--- config.mk ---
export PLATFORM = sky130hd
export DESIGN_NAME = joy_db15_tx_flat
export DESIGN_NICKNAME = d
export VERILOG_FILES = /design/src/rtl/joy_db15_if.sv /design/src/rtl/joy_db15_tx.sv /design/src/flat_wrapper.sv
export SDC_FILE = /design/constraint.sdc
export NUM_CORES = 1
export LEC_CHECK = 0
export CORE_UTILIZATION = 46
export DETAILED_ROUTE_END_ITERATION = 10
export MAX_ROUTING_LAYER = met4
export PLACE_DENSITY = 0.74
export SYNTH_ARGS = -nofsm -noshare
export SYNTH_HDL_FRONTEND = slang
export SYNTH_SLANG_ARGS = --single-unit
--- constraint.sdc ---
create_clock -name clk -period 1.2 [get_ports clk]
set_input_delay 0.3 -clock clk [delete_from_list [all_inputs] [get_ports clk]]
set_output_delay 0.3 -clock clk [all_outputs]
set_load 0.01 [all_outputs]
--- src/rtl/joy_db15_if.sv ---
// DB15 serial joystick link: host-driven shift clock and load strobe, device-driven data.
interface joy_db15_if;
  logic joy_clk;
  logic joy_load;
  logic joy_data;

  modport master (output joy_clk, output joy_load, input joy_data);
  modport slave  (input joy_clk, input joy_load, output joy_data);
endinterface

--- src/rtl/joy_db15_tx.sv ---
// Device-side DB15 joystick responder: emulates the adapter's PISO shift chain,
// snapshotting both players on load and shifting one bit per host clock rise.
module joy_db15_tx #(
  parameter int WIDTH       = 12,
  parameter int SYNC_STAGES = 2
) (
  input  logic             clk,
  input  logic             reset_n,
  input  logic [WIDTH-1:0] joystick1,
  input  logic [WIDTH-1:0] joystick2,
  joy_db15_if.slave        link,
  output logic             busy,
  output logic             frame_done,
  output logic             overrun
);

  localparam int N     = 2 * WIDTH;
  localparam int CNT_W = $clog2(N + 1);

  typedef enum logic [1:0] {
    ST_IDLE,
    ST_LOAD,
    ST_SHIFT
  } state_t;

  state_t                 state;
  logic [SYNC_STAGES-1:0] clk_sync;
  logic [SYNC_STAGES-1:0] load_sync;
  logic                   clk_s_d;
  logic [N-1:0]           shreg;
  logic [CNT_W-1:0]       cnt;
  logic                   clk_s;
  logic                   load_s;
  logic                   clk_rise;
  logic [N-1:0]           frame;

  // Buttons are active-high at the port but active-low on the wire.
  assign frame    = {~joystick2, ~joystick1};
  assign clk_s    = clk_sync[SYNC_STAGES-1];
  assign load_s   = load_sync[SYNC_STAGES-1];
  assign clk_rise = clk_s & ~clk_s_d;

  // Synchronizers idle high so releasing reset never looks like an edge.
  always_ff @(posedge clk or negedge reset_n) begin
    if (!reset_n) begin
      clk_sync  <= '1;
      load_sync <= '1;
      clk_s_d   <= 1'b1;
    end else begin
      clk_sync  <= {clk_sync[SYNC_STAGES-2:0], link.joy_clk};
      load_sync <= {load_sync[SYNC_STAGES-2:0], link.joy_load};
      clk_s_d   <= clk_s;
    end
  end

  always_ff @(posedge clk or negedge reset_n) begin
    if (!reset_n) begin
      state         <= ST_IDLE;
      shreg         <= '1;
      cnt           <= '0;
      link.joy_data <= 1'b1;
      busy          <= 1'b0;
      frame_done    <= 1'b0;
      overrun       <= 1'b0;
    end else begin
      frame_done <= 1'b0;
      // An asserted load wins over everything, including a same-cycle clock rise.
      if (!load_s) begin
        state         <= ST_LOAD;
        shreg         <= frame;
        cnt           <= '0;
        overrun       <= 1'b0;
        link.joy_data <= frame[0];
        busy          <= 1'b1;
      end else begin
        case (state)
          ST_IDLE: begin
            link.joy_data <= 1'b1;
            busy          <= 1'b0;
            if (clk_rise) overrun <= 1'b1;
          end
          ST_LOAD: begin
            state <= ST_SHIFT;
          end
          ST_SHIFT: begin
            if (clk_rise) begin
              shreg <= {1'b1, shreg[N-1:1]};
              cnt   <= cnt + 1'b1;
              if (cnt == CNT_W'(N - 1)) begin
                state         <= ST_IDLE;
                link.joy_data <= 1'b1;
                busy          <= 1'b0;
                frame_done    <= 1'b1;
              end else begin
                link.joy_data <= shreg[1];
              end
            end
          end
          default: state <= ST_IDLE;
        endcase
      end
    end
  end

endmodule

--- src/flat_wrapper.sv ---
// flat-port wrapper written by rule: the top's interface ports become plain ports
module joy_db15_tx_flat 
#(
  parameter int WIDTH       = 12,
  parameter int SYNC_STAGES = 2
)
  (clk, reset_n, joystick1, joystick2, busy, frame_done, overrun, link_joy_clk, link_joy_load, link_joy_data);
  joy_db15_if link_i ();
  input  logic clk;
  input  logic reset_n;
  input  logic [WIDTH-1:0] joystick1;
  input  logic [WIDTH-1:0] joystick2;
  output logic busy;
  output logic frame_done;
  output logic overrun;
  input wire logic [$bits(link_i.joy_clk)-1:0] link_joy_clk;
  input wire logic [$bits(link_i.joy_load)-1:0] link_joy_load;
  output wire logic [$bits(link_i.joy_data)-1:0] link_joy_data;
  assign link_i.joy_clk = link_joy_clk;
  assign link_i.joy_load = link_joy_load;
  assign link_joy_data = link_i.joy_data;
  joy_db15_tx #(.WIDTH(WIDTH), .SYNC_STAGES(SYNC_STAGES)) u_core (.clk(clk), .reset_n(reset_n), .joystick1(joystick1), .joystick2(joystick2), .link(link_i), .busy(busy), .frame_done(frame_done), .overrun(overrun));
endmodule
==> Yosys cells after proc, flatten, opt, wreduce, memory -nomap -nowiden <==
Index checks and enable logic that the tools add are counted.
{ "classes": {"addsub": 1, "eq_ne": 10, "muxes": 25, "n_bitwise": 4, "reduce_logical": 6} }
{ "ops": {"columns": ["op", "count"], "rows": [
  ["24-bit 2-to-1 mux", 3],
  ["12-bit NOT", 2],
  ["5-bit 2-to-1 mux", 3],
  ["1-bit 2-to-1 mux", 13],
  ["3-bit inequality test, second input constant", 3],
  ["2-bit inequality test, second input constant", 4],
  ["2-bit 2-to-1 mux", 3],
  ["2-bit one-hot mux with 3 select lines", 1],
  ["2-bit AND reduction", 3],
  ["3-bit AND reduction", 2],
  ["5-bit by 1-bit adder with 5-bit output, second input constant", 1],
  ["5-bit equality test, second input constant", 1],
  ["1-bit one-hot mux with 2 select lines", 2],
  ["2-bit by 1-bit equality test with 1-bit output, second input constant", 1],
  ["2-bit equality test, second input constant", 1],
  ["2-bit logical NOT", 1],
  ["1-bit bitwise AND", 1],
  ["1-bit NOT", 1]
]} }
{ "word_totals": {"ff_bits": 40} }

==> Logic depth before layout (Yosys ltp) <==
{ "depth": {"depth_word": 5, "depth_mapped": 5, "ltp_nobuf": 4} }

==> Worst setup path before layout <==
OpenSTA, ideal clock, no wires.
{ "synth_timing": {"kind": "register -> register", "start": "reg u_core.clk_sync[1]", "end": "reg u_core.shreg[14]", "setup_ps": 98, "arrival_ps": 1273, "required_time_ps": 1102, "path_slack_ps": -171, "path_stages_with_launch": 6, "n_path_buf": 2, "cell_sequence": "dfstp_2 > and4bb_1 > buf_6 > buf_12 > mux2i_1 > mux2i_1"} }
{ "synth_via": {"elab_chain_len": 3} }
{ "synth_rtl": {"columns": ["item", "line", "rtl"], "rows": [
  ["start: declaration", "joy_db15_tx.sv:27", "logic [SYNC_STAGES-1:0] clk_sync;"],
  ["start signal: assignment", "joy_db15_tx.sv:50", "clk_sync <= {clk_sync[SYNC_STAGES-2:0], link.joy_clk};"],
  ["1-bit bitwise AND", "joy_db15_tx.sv:41", "assign clk_rise = clk_s & ~clk_s_d;"],
  ["2-bit inequality test (no source line)", null, null],
  ["2-bit AND reduction (no source line)", null, null],
  ["end signal: assignment", "joy_db15_tx.sv:70", "shreg <= frame;"],
  ["end signal: assignment", "joy_db15_tx.sv:87", "shreg <= {1'b1, shreg[N-1:1]};"],
  ["end: declaration", "joy_db15_tx.sv:30", "logic [N-1:0] shreg;"]
]} }
No other way between the ends.
A chain may end at the register's enable or synchronous reset.

==> Final worst setup path <==
{ "layout_timing": {"start": "reg u_core.clk_sync[1]", "end": "reg u_core.shreg[18]"} }
The elaborated chain is that of the path after synthesis.

==> metrics.yaml <==
outcome:
  outcome: "finished, violations left"
  violations: "setup timing"
routing:
  drt-pass1-iter-count: 4
  ant_nets: 0
  num_vias: 1173
  drc: 0
  routed_wirelength_um: 3513
  vias_per_cell: 5.190
  post_drt_wl_per_cell_um: 15.54
  initialDrtViolationCount: 17
critical_path:
  slowest_delay_ns: 0.54
  endpoint: "u_core.shreg[18]"
  critical_path_class: "flop to flop"
  cp_num_buf_inv: 1
  crit_path_start: "u_core.clk_sync[1]"
  end_kind: "flop"
  crit_fanout: 7
  r2r_end: "u_core.shreg[18]"
  r2r_start: "u_core.clk_sync[1]"
  path_cells: "and4bb_4, clkbuf_16, mux2i_1, mux2i_1"
  cp-start-kind: "flop"
  required_ns: 1.43
  cp.arrival_ns: 1.62
  critical-path-slowest-cell: "dfstp_2"
  reg2reg_slack_ns: -0.19
  cp.depth: 4
  cpMostUsedCell: "mux2i_1"
  cp_top_family: "flip-flops"
  rr_worst_depth: 4
die:
  die_y_um: 64.11
  ios: 32
  die_width_um: 64.11
  floorplan.initialDensity_pct: 48.10
  coreArea_sq_um: 3689
  die_area_sq_um: 4109
  rows: 22
layout:
  diodes: 0
  design_area_sq_um: 2446
  drive_gt1_share_pct: 37.08
  finalNonFillerCells: 226
  synthToLayoutAreaGrowth_pct: 37.87
  nets: 206
  fill_cells: 296
clock_network:
  cts_buffers: 5
  htreeDepth: 2
  cts_tree: "built"
  clk_latency_ns: 0.30
  clk_pin_slew_ns: 0.08
  clock-sinks: 39
  root_buffer: "clkbuf_8"
  cts_max_path_buffers: 2
logic_synthesis:
  synth_seq_cells: 39
  yosysUniqueCellTypes: 29
  syn_avg_cell_area_sq_um: 13.75
  synthSimpleGateAreaFrac_pct: 8.886
  synth_fa_ha_area_share_pct: 0.7052
  synthMuxAreaShare_pct: 27.08
  synthFlopType: "dfstp_2"
  synth_compound_area_share_pct: 2.398
  async_flop_share_pct: 100.0
  ys_warn_count: 0
  synth_edf_count: 0
  netlist_area_sq_um: 1774
  synth_top_family_by_area: "multiplexers"
  synthCells: 129
  synth_xor_area_share_pct: 0.4937
  synthesis.nets: 158
  yosysSeqAreaShare_pct: 57.05
power_and_ir_drop:
  power.density_nw_per_um2: 1268
  leakage_nw: 1.029
  peakVddDrop_uv: 816.6
placed_design:
  port_buffers: 31
  place_congestion: 0.7801
  placed_area_sq_um: 2220
  place_ws_ns: -0.2077
  placedCellCount: 213
  dp_hpwl_um: 2249
timing:
  period_share_pct: 116.1
  slew_viol_final: 0
  hold_viol: 0
  finClkSkew_ns: 0.01245
  fin_crit_ns: 1.393
  fmax_mhz: 717.9
  setup_viol: 33
  setup_tns_ns: -4.806
  max_slew_margin_pct: 84.33
  worst_slew_pin_slew_ns: 0.2351
  setup_ws_ns: -0.1929
  rsz0062_at_grt: "true"
grt:
  antenna_found_initial: 0
  grt_pass1_wl_um: 5637
  grt_util_all_layers_pct: 19.06
  grt-ovfl-total: 0
  grt_max_degree: 40
  grt_pass1_vias: 1205
worst_hold_path:
  hold_path.class: "flop to flop"
job:
  maxCapViolations: 0
cells in the final DEF, fill, tap and decap left out, types with 2 or more instances in the layout:
| master | instances |
|---|---|
| clkdlybuf4s50_1 | 26 |
| nand2_1 | 7 |
| buf_6 | 2 |
| buf_4 | 10 |
| nand2b_1 | 3 |
| dfstp_2 | 29 |
| nor2_1 | 2 |
| clkbuf_8 | 6 |
| buf_12 | 3 |
| dfrtp_1 | 10 |
| nand4_1 | 2 |
| buf_2 | 3 |
| nand3b_1 | 2 |
| mux2i_1 | 48 |
worst min path at each step:
stage,start,to,slack [ns],cells after the start
3_3_place_gp,reset_n,u_core.state[1],0.28,2
6_report,u_core.clk_sync[0],u_core.clk_sync[1],0.36,0
5_1_grt,u_core.load_sync[0],u_core.load_sync[1],0.36,0
2_1_floorplan,reset_n,u_core.busy,0.004,0
3_5_place_dp,reset_n,u_core.frame_done,0.28,2
4_1_cts,u_core.clk_sync[0],u_core.clk_sync[1],0.36,0
cell families (layout without fill, tap and decap cells):
| logic type | Yosys count | count (layout) |
|---|---|---|
| muxes | 48 | 48 |
| adders and majority gates | 1 | 1 |
| buffers and inverters | 8 | 57 |
| AOI/OAI and AO/OA | 6 | 6 |
| DFF | 39 | 39 |
| xor gates and xnor gates | 1 | 1 |
| and+or+nand+nor | 26 | 26 |
where the power goes:
group | switching (mW) | internal (mW) | total [mW] | leakage [nW]
clock | 0.465 | 0.673 | 1.14 | 0.0612
sequential | 0.0657 | 1.49 | 1.56 | 0.437
combinational | 0.165 | 0.239 | 0.404 | 0.531
through the flow:
stage / total power [mW] / hold slack (ns) / utilization (%)
floorplan: 1.745 / 0.004409 / -
global placement: 1.932 / 0.2757 / 60.18
detailed placement: 1.957 / 0.2795 / 60.18
CTS: 3.098 / 0.3604 / 64.89
global route: 3.216 / 0.3642 / 66.32
finish: 3.102 / 0.3616 / 66.32
final cells by class:
class	count	area [sq um]	share of cell area [%]
clock buffers	6	82.58	3.376
clock inverters	2	35.03	1.432
inverters	1	3.754	0.1535
multi-input cells	82	752.0	30.74
flip-flops and latches	39	1012	41.38
well taps	48	60.06	2.455
repair buffers	48	500.5	20.46
cells in the mapped netlist, drive strengths merged (2+ instances only):
library cell	count	area, sq um
mux2i	48	480.5
dfstp	29	762.0
dfrtp	10	250.2
nand2	7	26.28
buf	6	52.55
nand2b	4	25.02
nor3	3	15.01
and4b	2	20.02
nand3b	2	15.01
nand4	2	12.51
nor2	2	7.510
registers in the layout, summed over array words and instances (netlist names):
register	flops
u_core.busy	1
u_core.clk_s_d	1
u_core.clk_sync	2
u_core.cnt	5
u_core.frame_done	1
u_core.link.joy_data	1
u_core.load_sync	2
u_core.overrun	1
u_core.shreg	23
u_core.state	2
timing repair:
| action | 4_1_cts | 5_1_grt |
|---|---|---|
| hold buffers | 1 | 0 |
| hold endpoints to repair | 10 | 0 |
| buffers inserted | 1 | 1 |
| endpoints found under the setup margin | 37 | 35 |
| resized for setup | 22 | 5 |
| cloned | 1 | 1 |
| pin swaps | 2 | 2 |
worst reg2reg max path: cells and delay by family, from the launching register on:
kind / cells / cell delay, ns
muxes: 2 / 0.30
DFF: 1 / 0.54
and+or+nand+nor: 1 / 0.32
buffers and inverters: 1 / 0.19
metal layers:
metal	up-vias	track usage (%)	share of wire, %
met3	9	5.536	4.7
li1	559	-	-
met1	572	23.22	45
met4	0	7.222	1.6
met5	-	-	0
met2	33	30.05	49
(Power assumes the default switching activity.)
